===== config.mk =====
export PLATFORM = sky130hd
export DESIGN_NAME = spi_regfile_peripheral_flat
export DESIGN_NICKNAME = d
export VERILOG_FILES = /design/src/rtl/spi_regfile_peripheral_if.sv /design/src/rtl/spi_regfile_peripheral.sv /design/src/flat_wrapper.sv
export SDC_FILE = /design/constraint.sdc
export NUM_CORES = 1
export LEC_CHECK = 0
export CAP_MARGIN = 20
export CORE_UTILIZATION = 40
export DETAILED_ROUTE_END_ITERATION = 10
export MAX_ROUTING_LAYER = met4
export PLACE_DENSITY = 0.61
export SKIP_LAST_GASP = 1
export SLEW_MARGIN = 20
export SYNTH_ARGS = -nofsm -noshare
export SYNTH_HDL_FRONTEND = slang
export SYNTH_SLANG_ARGS = --single-unit

===== constraint.sdc =====
create_clock -name clk -period 5 [get_ports clk]
set_input_delay 1 -clock clk [delete_from_list [all_inputs] [get_ports clk]]
set_output_delay 1 -clock clk [all_outputs]
set_load 0.05 [all_outputs]

===== src/rtl/spi_regfile_peripheral_if.sv =====
// spi_regfile_peripheral_if: SPI pins plus register-bank outputs between pads, target and consumers
interface spi_regfile_peripheral_if #(
    parameter int DATA_W   = 8,
    parameter int NUM_REGS = 5
);
    logic                       nCS;
    logic                       SCLK;
    logic                       COPI;
    logic                       CIPO;
    logic                       cipo_oe;
    logic [NUM_REGS*DATA_W-1:0] regs_flat;
    logic [NUM_REGS-1:0]        wr_strobe;
    logic                       frame_err;
    modport master (output nCS, SCLK, COPI, input CIPO, cipo_oe, regs_flat, wr_strobe, frame_err);
    modport slave  (input nCS, SCLK, COPI, output CIPO, cipo_oe, regs_flat, wr_strobe, frame_err);
endinterface


===== src/rtl/spi_regfile_peripheral.sv =====
// spi_regfile_peripheral: oversampled SPI target with a read/write configuration register bank
module spi_regfile_peripheral #(
    parameter int ADDR_W      = 7,
    parameter int DATA_W      = 8,
    parameter int NUM_REGS    = 5,
    parameter bit CPOL        = 1'b0,
    parameter bit CPHA        = 1'b0,
    parameter int SYNC_STAGES = 2
) (
    input  logic                    clk,
    input  logic                    rst_n,
    spi_regfile_peripheral_if.slave spi
);
    localparam int FRAME_LEN = 1 + ADDR_W + DATA_W;
    localparam int CW = $clog2(FRAME_LEN + 2);
    localparam logic [CW-1:0] FULL     = CW'(FRAME_LEN);
    localparam logic [CW-1:0] SAT      = CW'(FRAME_LEN + 1);
    localparam logic [CW-1:0] ADDR_END = CW'(1 + ADDR_W);

    typedef enum logic [1:0] {IDLE, ADDR, DATA, DONE} state_t;
    state_t state_q, state_d;

    logic [SYNC_STAGES-1:0] ncs_sync_q, sclk_sync_q, copi_sync_q, vld_q;
    logic                   ncs_prev_q, sclk_prev_q, arm_q;
    logic [CW-1:0]          bit_cnt_q, bit_cnt_d;
    logic [FRAME_LEN-1:0]   rx_shift_q, rx_shift_d;
    logic [DATA_W-1:0]      tx_shift_q, tx_shift_d, rd_data;
    logic                   data_smp_q, data_smp_d, cipo_q, frame_err_q;
    logic [DATA_W-1:0]      regs_q [NUM_REGS];
    logic [NUM_REGS-1:0]    wr_hit, wr_strobe_d, wr_strobe_q;
    logic                   ncs, sclk, copi, ncs_rise, sclk_rise, sclk_fall, lead, trail, smp_edge, lnch_edge;
    logic [ADDR_W-1:0]      ld_addr, wr_addr;

    assign ncs       = ncs_sync_q[SYNC_STAGES-1];
    assign sclk      = sclk_sync_q[SYNC_STAGES-1];
    assign copi      = copi_sync_q[SYNC_STAGES-1];
    assign ncs_rise  = ncs & ~ncs_prev_q;
    assign sclk_rise = sclk & ~sclk_prev_q;
    assign sclk_fall = ~sclk & sclk_prev_q;
    assign lead      = CPOL ? sclk_fall : sclk_rise;
    assign trail     = CPOL ? sclk_rise : sclk_fall;
    assign smp_edge  = CPHA ? trail : lead;
    assign lnch_edge = CPHA ? lead : trail;
    assign ld_addr   = rx_shift_q[ADDR_W-1:0];
    assign wr_addr   = rx_shift_q[DATA_W +: ADDR_W];

    assign spi.CIPO      = cipo_q;
    assign spi.cipo_oe   = ~ncs;
    assign spi.wr_strobe = wr_strobe_q;
    assign spi.frame_err = frame_err_q;
    for (genvar g = 0; g < NUM_REGS; g++) begin : flat
        assign spi.regs_flat[g*DATA_W +: DATA_W] = regs_q[g];
    end

    // Synchronise the pins; arm only after nCS has been seen high so a frame caught mid-flight by reset is skipped
    always_ff @(posedge clk) begin
        if (!rst_n) begin
            ncs_sync_q  <= '1;
            sclk_sync_q <= {SYNC_STAGES{CPOL}};
            copi_sync_q <= '0;
            vld_q       <= '0;
            ncs_prev_q  <= 1'b1;
            sclk_prev_q <= CPOL;
            arm_q       <= 1'b0;
        end else begin
            ncs_sync_q  <= {ncs_sync_q[SYNC_STAGES-2:0], spi.nCS};
            sclk_sync_q <= {sclk_sync_q[SYNC_STAGES-2:0], spi.SCLK};
            copi_sync_q <= {copi_sync_q[SYNC_STAGES-2:0], spi.COPI};
            vld_q       <= {vld_q[SYNC_STAGES-2:0], 1'b1};
            ncs_prev_q  <= ncs;
            sclk_prev_q <= sclk;
            arm_q       <= arm_q | (vld_q[SYNC_STAGES-1] & ncs);
        end
    end

    // Read mux for the addressed register and write decode for the completed frame
    always_comb begin
        rd_data = '0;
        for (int i = 0; i < NUM_REGS; i++) begin
            wr_hit[i] = wr_addr == ADDR_W'(i);
            if (ld_addr == ADDR_W'(i)) rd_data = regs_q[i];
        end
        wr_strobe_d = (state_q == DONE && bit_cnt_q == FULL && rx_shift_q[FRAME_LEN-1]) ? wr_hit : '0;
    end

    // Frame FSM: shift in on sample edges, load read data after the address, shift out on launch edges
    always_comb begin
        state_d    = state_q;
        bit_cnt_d  = bit_cnt_q;
        rx_shift_d = rx_shift_q;
        tx_shift_d = tx_shift_q;
        data_smp_d = data_smp_q;
        case (state_q)
            IDLE: begin
                data_smp_d = 1'b0;
                if (arm_q && !ncs) begin
                    state_d   = ADDR;
                    bit_cnt_d = '0;
                end
            end
            ADDR, DATA: begin
                if (ncs_rise) state_d = DONE;
                else begin
                    if (smp_edge) begin
                        rx_shift_d = {rx_shift_q[FRAME_LEN-2:0], copi};
                        bit_cnt_d  = (bit_cnt_q == SAT) ? bit_cnt_q : bit_cnt_q + 1'b1;
                        data_smp_d = data_smp_q | (state_q == DATA);
                    end
                    if (state_q == ADDR && bit_cnt_q == ADDR_END) begin
                        state_d    = DATA;
                        tx_shift_d = rd_data;
                    end
                    if (state_q == DATA && lnch_edge && data_smp_q) tx_shift_d = {tx_shift_q[DATA_W-2:0], 1'b0};
                end
            end
            default: state_d = IDLE;
        endcase
    end

    // Frame state registers and registered CIPO driven from the next-state shifter
    always_ff @(posedge clk) begin
        if (!rst_n) begin
            state_q    <= IDLE;
            bit_cnt_q  <= '0;
            rx_shift_q <= '0;
            tx_shift_q <= '0;
            data_smp_q <= 1'b0;
            cipo_q     <= 1'b0;
        end else begin
            state_q    <= state_d;
            bit_cnt_q  <= bit_cnt_d;
            rx_shift_q <= rx_shift_d;
            tx_shift_q <= tx_shift_d;
            data_smp_q <= data_smp_d;
            cipo_q     <= (state_d == DATA) ? tx_shift_d[DATA_W-1] : 1'b0;
        end
    end

    // Commit a complete write, or flag a truncated/overlong frame, during the DONE cycle only
    always_ff @(posedge clk) begin
        if (!rst_n) begin
            for (int i = 0; i < NUM_REGS; i++) regs_q[i] <= '0;
            wr_strobe_q <= '0;
            frame_err_q <= 1'b0;
        end else begin
            for (int i = 0; i < NUM_REGS; i++) if (wr_strobe_d[i]) regs_q[i] <= rx_shift_q[DATA_W-1:0];
            wr_strobe_q <= wr_strobe_d;
            frame_err_q <= state_q == DONE && bit_cnt_q != FULL && bit_cnt_q != '0;
        end
    end
endmodule

===== src/flat_wrapper.sv =====
// flat-port wrapper written by rule: the top's interface ports become plain ports
module spi_regfile_peripheral_flat 
#(
    parameter int ADDR_W      = 7,
    parameter int DATA_W      = 8,
    parameter int NUM_REGS    = 5,
    parameter bit CPOL        = 1'b0,
    parameter bit CPHA        = 1'b0,
    parameter int SYNC_STAGES = 2
)
  (clk, rst_n, spi_nCS, spi_SCLK, spi_COPI, spi_CIPO, spi_cipo_oe, spi_regs_flat, spi_wr_strobe, spi_frame_err);
  spi_regfile_peripheral_if #(.DATA_W(DATA_W), .NUM_REGS(NUM_REGS)) spi_i ();
  input  logic clk;
  input  logic rst_n;
  input wire logic [$bits(spi_i.nCS)-1:0] spi_nCS;
  input wire logic [$bits(spi_i.SCLK)-1:0] spi_SCLK;
  input wire logic [$bits(spi_i.COPI)-1:0] spi_COPI;
  output wire logic [$bits(spi_i.CIPO)-1:0] spi_CIPO;
  output wire logic [$bits(spi_i.cipo_oe)-1:0] spi_cipo_oe;
  output wire logic [$bits(spi_i.regs_flat)-1:0] spi_regs_flat;
  output wire logic [$bits(spi_i.wr_strobe)-1:0] spi_wr_strobe;
  output wire logic [$bits(spi_i.frame_err)-1:0] spi_frame_err;
  assign spi_i.nCS = spi_nCS;
  assign spi_i.SCLK = spi_SCLK;
  assign spi_i.COPI = spi_COPI;
  assign spi_CIPO = spi_i.CIPO;
  assign spi_cipo_oe = spi_i.cipo_oe;
  assign spi_regs_flat = spi_i.regs_flat;
  assign spi_wr_strobe = spi_i.wr_strobe;
  assign spi_frame_err = spi_i.frame_err;
  spi_regfile_peripheral #(.ADDR_W(ADDR_W), .DATA_W(DATA_W), .NUM_REGS(NUM_REGS), .CPOL(CPOL), .CPHA(CPHA), .SYNC_STAGES(SYNC_STAGES)) u_core (.clk(clk), .rst_n(rst_n), .spi(spi_i));
endmodule

* Word-level counts from Yosys, hierarchy flattened
Memory sizes are Yosys's and may differ from the RTL's.
Cells that the tools add are included.
** Word-level totals
- Bits in registers :: 50
- Bits in writable memories :: 40
- Memories kept :: 1
** Cells by class
- Add/sub/neg operators :: 1
- Equal/unequal tests :: 20
- Mux-type cells :: 44
- Bitwise operators :: 16
- Reductions and logical operators :: 21
** Memories
- u_core.regs_q :: words 5, width 8, rd ports 5, clocked after memory_dff 0, write ports 5, line spi_regfile_peripheral.sv:29 : logic [DATA_W-1:0] regs_q [NUM_REGS];
** Operators by type and width (count)
- $mux 8 :: 14
- $eq 7x2->1 const B :: 4
- $mux 5 :: 5
- $mux 1 :: 19
- $eq 7x1->1 const B :: 2
- $eq 7x3->1 const B :: 2
- $logic_not 7->1 :: 2
- $eq 5x5->1 const B :: 2
- $pmux 5 s2 :: 1
- $reduce_and 3->1 :: 3
- $logic_and 1x1->1 :: 8
- $or 1x1->1 :: 7
- $eq 2x2->1 const B :: 3
- $mux 2 :: 3
- $add 5x1->5 const B :: 1
- $eq 5x4->1 const B :: 1
- $ne 5x5->1 const B :: 1
- $not 1->1 :: 5
- $reduce_and 5->1 :: 1
- $reduce_bool 5->1 :: 1
- $and 1x1->1 :: 4
- $ne 2x1->1 const B :: 2
- $ne 2x2->1 const B :: 2
- $pmux 2 s2 :: 1
- other kinds (7) :: 8

* Depth between registers and ports, before layout
Gate-level depths: netlist (run 1).
- Depth in word-level cells :: 10
- Gate-level depth with buffers :: 8
- Mapped depth without buffers :: 6

* Worst setup path before layout (run 1)
No wires, ideal clock.
- Path kind :: input to register
- Start :: input port rst_n
- End :: memory u_core.regs_q[4][0], in the netlist u_core.regs_q[0][32], enable pin
- Arrival :: 2.492 ns
- Data required time :: 4.616 ns
- Slack :: 2.124 ns
- Stages :: 4
- Buffers on the path :: 1
- Cell sequence :: clkbuf_1 > nand4b_1 > or3_1 > o21ai_0
** RTL lines
- start: declaration :: line flat_wrapper.sv:14 : input logic rst_n;
- end: declaration :: line spi_regfile_peripheral.sv:29

==> impl_results.md, run 1 <==
* Worst Skew at 0.0142 ns
* Port bufs at 52
* Predominant post-synthesis flop cell: dfxtp_1
* Commonest non-fill, non-tap cell in the layout: clkdlybuf4s50_1
* First-pass GRT wire length at 13300 µm
* Power Density at 310 nW/µm²
* Detailed Routing Iterations Pass 1 at 4
* Clock Tree Buf Depth at 2
* Dpl cell area at 4430 µm²
* Mapped Avg Cell Area at 11.5 µm²
* Total power at 1.45 mW
* Detail Route Antenna Nets at 0
* Worst-path maximum fanout at 20
* Core ar. at 9240 µm²
* Die Area at 9900 µm²
* Status: complete, no violations
* HP Class: reg2reg
* Maximum VDD drop at 0.000134 V
* Worst slew pin tran at 1.03 ns
* Startpoint types: input port
* Num rows at 35
* Post-route minimum period at 2.94 ns
* CTS Root Cell: clkbuf_8
* Cells after Synth at 331
* Antenna diode count at 0
* Largest net degree at the start of global routing at 32
* Worst Path Arrival at 2.95 ns
* Overall routing resource usage at 18.6%
* Clock Sink Count at 90
* Cts hold-fix bufs at 0
* Kind of critical path: in2reg
* Area Overhead vs Synth at 22.7%
* Die Width at 99.5 µm
* Worst Path Required at 5.01 ns
* Synth Net Count at 344
* Fraction of layout cells with a size suffix above 1 at 7.24%
* Grt total ovfl at 0
* Clock transition at path regs at 0.08 ns
* DPL Wire Length at 6000 µm
* Seq/Total Area, Yosys at 57.9%
* CTS resizes at 0
* Total negative slack at 0 ns
* Initial antenna violation count at 0
* Distinct cells, synth at 49
* Vias in the first global route at 2480
* Slew Limit Fails at 0
* Post-synth ARST share at 0%
* DRC errors left at 0
* Leak at 1.69 nW
* Routed vias/inst at 5.26
* Hold slack at 0.411 ns
* Yosys warns at 0
* CTS tree: built
* Worst-Skew Late Latency at 0.37 ns
* Final #Nets at 395
* Max Clock Freq at 0.340 GHz
* DR iter-0 viols at 114
* Worst path slowest cell: clkdlybuf4s50_1
* H-tree depth at 3
* Leading cell types in the layout, fill and taps excluded: 52 x clkdlybuf4s50_1, 50 x dfxtp_1, 40 x edfxtp_1, 28 x nor2_1, 24 x mux2i_1
* Die Y at 99.5 µm
* IO Pins at 53
* Post-synthesis instance area at 3800 µm²
* Final wirelength at 8630 µm
* Seq cells post-synth at 90
* Filler Cell Count at 834
* Max-cap violations at 0
* Initial Util at 41.1%
* Drt wl/cell at 16.7 µm
* CP peak stage delay at 0.46 ns
* Via count at 2713
* Post-CTS setup buffers at 0
* Critical Path End Type: flip-flop
* # setup viols final at 0
* Worst path cell trace: clkdlybuf4s50_1 -> buf_4 -> nand4b_1 -> or3_1 -> nor3_1 -> nand2b_1
* Final period utilization at 58.8%
* CTS Buf Count at 9
* Final Cell Area at 4660 µm²
* Post-synth EDFFs at 40
* Slew margin rel. at 31.1%
* Routability Congestion at 0.846
* RSZ-0062 raised after global routing: false
* Final Hold Viols at 0
cell type report:
class	count	area [µm²]	share of cell area, %
clock buffers	9	124	2.66
clock inverters	7	100	2.15
inverters	20	75.1	1.61
multi-input cells	204	1440	30.9
flip-flops and latches	90	2200	47.2
well taps	129	161	3.46
repair buffers	57	558	12.0
Yosys cell counts (8+ instances only):
library cell / count / area, µm²
nand2_1: 13 / 48.8
nand2b_1: 12 / 75.1
nor2_1: 28 / 105
ha_1: 8 / 100
dfxtp_1: 50 / 1000
and2_1: 13 / 81.3
mux2i_1: 24 / 240
o21ai_0: 9 / 45.0
edfxtp_1: 40 / 1200
inv_1: 20 / 75.1
a21oi_1: 18 / 90.1
state kept, by name, indices dropped and copies added, names as in the netlist:
name                  flops
u_core.state_q            2
u_core.copi_sync_q        2
u_core.sclk_prev_q        1
u_core.arm_q              1
u_core.data_smp_q         1
u_core.ncs_prev_q         1
u_core.vld_q              2
u_core.tx_shift_q         8
u_core.spi.CIPO           1
u_core.spi.wr_strobe      5
u_core.ncs_sync_q         2
u_core.regs_q            40
u_core.sclk_sync_q        2
u_core.rx_shift_q        16
u_core.bit_cnt_q          5
u_core.spi.frame_err      1
worst paths after layout:
path                             start  slack (ns)  cells past startpoint                    to
hold reg to reg   u_core.ncs_sync_q[0]        0.41                      1  u_core.ncs_sync_q[1]
setup / recovery                 rst_n        2.06                      6   u_core.regs_q[0][1]
hold / removal    u_core.ncs_sync_q[0]        0.41                      1  u_core.ncs_sync_q[1]
setup reg to reg     u_core.state_q[1]        2.51                      5   u_core.bit_cnt_q[3]
power breakdown:
group	switching, mW	internal [mW]
combinational	0.0692	0.0321
clock	0.268	0.286
sequential	0.00948	0.782
total	0.347	1.10
critical path, delay by kind of cell:
family,cells,cell delay [ns]
buffers and inverters,2,0.68
and+or+nand+nor,4,1.26
logic make-up (layout without fill, tap and decap cells):
group	count (synthesis)	count (layout)	synth area share, %
simple gates	108	108	17.2
buf+inv	37	93	4.25
compound gates	64	64	11.7
flops	90	90	57.9
fa+ha+maj	8	8	2.63
mux	24	24	6.32
per-layer routing:
| metal | global-route usage (%) | routed length [µm] |
|---|---|---|
| met5 | - | 0 |
| met4 | 8.03 | 124 |
| met1 | 25.5 | 4150 |
| met2 | 27.6 | 3940 |
| met3 | 2.60 | 417 |
through the flow:
| step | std cells | setup slack (ns) | util (%) |
|---|---|---|---|
| global placement | 500 | 1.77 | 48.0 |
| CTS | 516 | 2.01 | 50.4 |
| finish | 516 | 2.06 | 50.5 |
| global route | 516 | 1.91 | 50.5 |
| detailed placement | 500 | 1.66 | 48.0 |
| floorplan | 331 | 2.12 | - |
No activity file was read; power rests on OpenSTA's default activity.
==> run 2, diff against run 1 <==
PLACE_DENSITY = 0.64   (was 0.61)
clock period = 2.6 ns   (was 5 ns; I/O delays follow)
==> impl_results.md, run 2 (synthesis results as in run 1) <==
* Status: complete, no violations
* Worst Path Arrival at 2.47 ns
* Filler Cell Count at 827
* Die Width at 99.5 µm
* CTS resizes at 0
* Post-route core utilization at 52.1%
* Initial Util at 41.1%
* Antenna diode count at 0
* Top flop regs: u_core.regs_q (40), u_core.rx_shift_q (16), u_core.tx_shift_q (8)
* Hold_sp: u_core.ncs_sync_q[0]
* Detail Route Antenna Nets at 0
* Worst slew pin tran at 0.539 ns
* Detailed Routing Iterations Pass 1 at 4
* DRC errors left at 0
* Setup WS pre-CTS at 0.103 ns
* Kind of critical path: reg2reg
* # setup viols final at 0
* Overall routing resource usage at 19.4%
* RSZ-0062 raised after global routing: false
* Drt wl/cell at 16.9 µm
* Clock transition at path regs at 0.09 ns
* Final period utilization at 85.3%
* CTS Root Cell: clkbuf_8
* Clock Tree Buf Depth at 2
* IO Pins at 53
* Port bufs at 52
* Multi-input logic area at 1440 µm²
* Register area at 2200 µm²
* Worst Skew at 0.00888 ns
* HP Class: reg2reg
* CP Launch Point: u_core.state_q[0]
* Critical Path End Type: flip-flop
* Startpoint types: flip-flop
* Fraction of layout cells with a size suffix above 1 at 9.52%
* Final #Nets at 407
* Via count at 2724
* Power Density at 587 nW/µm²
* FF-to-FF Start: u_core.state_q[0]
* Cts hold-fix bufs at 0
* Post-CTS setup buffers at 0
* Leak at 1.78 nW
* Area Overhead vs Synth at 26.5%
* Die Y at 99.5 µm
* Max FFs per register at 40
* H-tree depth at 3
* Die Area at 9900 µm²
* CTS tree: built
* Slew Limit Fails at 0
* CTS Buf Count at 9
* Grt total ovfl at 0
* Max-cap violations at 0
* PnR worst setup slack at 0.383 ns
* Final wirelength at 8910 µm
* First-pass GRT wire length at 14200 µm
* Vias in the first global route at 2671
* Worst Path Required at 2.85 ns
* Leading cell types in the layout, fill and taps excluded: 52 x clkdlybuf4s50_1, 50 x dfxtp_1, 40 x edfxtp_1, 28 x nor2_1, 24 x mux2i_1
* Reg with most FFs: u_core.regs_q
* Final Hold Viols at 0
* Post-route minimum period at 2.22 ns
* Initial antenna violation count at 0
* Clock Sink Count at 90
* Largest net degree at the start of global routing at 31
* Worst-Skew Late Latency at 0.35 ns
* Core ar. at 9240 µm²
* DR iter-0 viols at 221
* Max Clock Freq at 0.451 GHz
* Routed vias/inst at 5.16
* Commonest non-fill, non-tap cell in the layout: clkdlybuf4s50_1
* Maximum VDD drop at 0.000314 V
* DPL Wire Length at 6420 µm
* Routability Congestion at 0.864
* Slew margin rel. at 63.9%
* Num rows at 35
* Worst-path maximum fanout at 6
* Total negative slack at 0 ns
-- run 2: changes by cell type in the layout (fill, tap and decap cells not counted), sizes merged --
cell	before	now
clkinvlp	2	0
buf	5	17
clkbuf	9	11
-- run 2: routing by layer --
metal / share of wire (%) / global-route usage [%]
met4: 0.99 / 6.22
met2: 49 / 30.4
met3: 4.6 / 3.23
met5: 0 / -
met1: 45 / 25.7
-- run 2: worst paths after layout --
check / end / slack (ns) / depth (start not counted)
min: u_core.ncs_sync_q[1] / 0.41 / 1
max: u_core.tx_shift_q[2] / 0.38 / 7
min reg2reg: u_core.ncs_sync_q[1] / 0.41 / 1
max reg2reg: u_core.tx_shift_q[2] / 0.38 / 7
-- run 2: final cells by class --
type                    instances  share of cell area (%)
flip-flops and latches         90                    45.8
multi-input cells             204                    29.9
repair buffers                 69                    14.5
well taps                     129                    3.36
clock buffers                  11                    3.17
clock inverters                 5                    1.72
inverters                      20                    1.56
-- run 2: report_power, final --
part / internal [mW] / total, mW / switching, mW
Sequential: 1.50 / 1.52 / 0.0200
Clock: 0.606 / 1.09 / 0.486
Combinational: 0.0718 / 0.209 / 0.137
Total: 2.18 / 2.82 / 0.643
-- run 2: per-stage QoR --
stage	hold WS, ns	power [mW]	cells	cell area [µm²]
floorplan	0.386	1.68	331	3800
global placement	0.390	1.76	512	4570
detailed placement	0.398	1.77	512	4570
CTS	0.418	2.84	528	4810
global route	0.459	2.91	528	4810
finish	0.414	2.82	528	4810
-- run 2: critical path, cell delays in order (launching register included) --
cell and delay, ns:
dfxtp_1 0.46, inv_1 0.10, ha_1 0.23, and4b_1 0.23, nor4_4 0.41, buf_4 0.22, o221ai_1 0.16, a221oi_1 0.31
==> run 3, diff against run 2 <==
CORE_UTILIZATION = 49   (was 40)
PLACE_DENSITY = 0.76   (was 0.64)
==> impl_results.md, run 3 (synthesis results as in run 1) <==
* Hold slack at 0.440 ns
* Worst path cell trace: inv_1 -> ha_1 -> nand4b_1 -> or3_1 -> nor3_1 -> nand2b_1 -> buf_12
* Kind of critical path: reg2reg
* Overall routing resource usage at 21.9%
* Max Clock Freq at 0.447 GHz
* Max FFs per register at 40
* IO Pins at 53
* CTS tree: built
* Worst-Skew Late Latency at 0.36 ns
* Placed Cells at 480
* Area Overhead vs Synth at 24.3%
* Startpoint types: flip-flop
* Leak at 1.74 nW
* Die Area at 8110 µm²
* DRC errors left at 0
* Largest net degree at the start of global routing at 31
* Initial antenna violation count at 0
* Post-route minimum period at 2.24 ns
* CTS Root Cell: clkbuf_8
* Commonest non-fill, non-tap cell in the layout: clkdlybuf4s50_1
* HP Class: reg2reg
* Max-cap violations at 0
* Antenna diode count at 0
* Leading cell types in the layout, fill and taps excluded: 52 x clkdlybuf4s50_1, 50 x dfxtp_1, 40 x edfxtp_1, 28 x nor2_1, 24 x mux2i_1
* Port bufs at 52
* Final wirelength at 8430 µm
* Core ar. at 7370 µm²
* Fraction of layout cells with a size suffix above 1 at 9.07%
* Clock Tree Buf Depth at 2
* CTS Buf Count at 9
* Cts hold-fix bufs at 0
* Final period utilization at 86.1%
* Top flop regs: u_core.regs_q (40), u_core.rx_shift_q (16), u_core.tx_shift_q (8)
* Post-route core utilization at 64.1%
* Routability Congestion at 0.802
* Reg with most FFs: u_core.regs_q
* Vias in the first global route at 2654
* Grt total ovfl at 0
* # setup viols final at 0
* Worst path slowest cell: or3_1
* Worst Path Required at 2.68 ns
* Drt wl/cell at 17.0 µm
* Status: complete, no violations
* Detail Route Antenna Nets at 0
* Initial Util at 51.6%
* Maximum VDD drop at 0.000365 V
* Power Density at 583 nW/µm²
* Worst Path Buf+Inv at 2
* DPL Wire Length at 5930 µm
* Total negative slack at 0 ns
* Clock Sink Count at 90
* Final Hold Viols at 0
* Die Y at 90.1 µm
* Routed vias/inst at 5.62
* H-tree depth at 3
* Via count at 2789
* Worst-path maximum fanout at 8
* DR iter-0 viols at 284
* Non-filler cells, final at 496
* Delay-heaviest family, CP: simple AND/OR/NAND/NOR gates
* RSZ-0062 raised after global routing: false
* Worst Path Arrival at 2.32 ns
* Slew Limit Fails at 0
* Num rows at 31
* Worst Skew at 0.00990 ns
* Critical Path End Type: flip-flop
* Clock transition at path regs at 0.08 ns
* CP peak stage delay at 0.47 ns
* CTS resizes at 0
* Detailed Routing Iterations Pass 1 at 5
* Worst slew pin tran at 0.517 ns
* Die Width at 90.1 µm
* Final #Nets at 405
* Post-CTS setup buffers at 0
* Slew margin rel. at 65.5%
* First-pass GRT wire length at 13200 µm
==> run 3: area by class of cell <==
cell class / count / area [µm²]
clock inverters: 7 / 92.6
repair buffers: 67 / 671
well taps: 99 / 124
clock buffers: 9 / 124
multi-input cells: 204 / 1440
fillers: 574 / 2640
inverters: 20 / 75.1
flip-flops and latches: 90 / 2200
==> run 3: per-stage QoR <==
step | setup slack, ns | cell area (µm²) | total power, mW
after floorplan | 0.204 | 3800 | 1.68
after global placement | 0.145 | 4510 | 1.76
after detailed placement | 0.0901 | 4510 | 1.76
after CTS | 0.347 | 4730 | 2.77
after global routing | 0.179 | 4730 | 2.84
final | 0.361 | 4730 | 2.76
==> run 3: worst paths after layout <==
| path | end | slack [ns] | cells past startpoint | startpoint |
|---|---|---|---|---|
| max | u_core.regs_q[0][6] | 0.36 | 7 | u_core.bit_cnt_q[0] |
| min | u_core.vld_q[1] | 0.44 | 1 | u_core.vld_q[0] |
| max reg2reg | u_core.regs_q[0][6] | 0.36 | 7 | u_core.bit_cnt_q[0] |
| min reg2reg | u_core.vld_q[1] | 0.44 | 1 | u_core.vld_q[0] |
==> run 3: report_power, final <==
| group | internal (mW) | total [mW] | switching, mW |
|---|---|---|---|
| registers | 1.50 | 1.52 | 0.0178 |
| clock network | 0.538 | 1.03 | 0.490 |
| logic | 0.0719 | 0.208 | 0.136 |
| total | 2.11 | 2.76 | 0.644 |
==> run 3: metal layers <==
metal	routed length [µm]	GRT usage, %	vias up
li1	-	-	1342
met1	3750	27.2	1333
met2	4060	34.0	99
met3	419	3.47	15
met4	201	12.4	0
met5	0	-	-
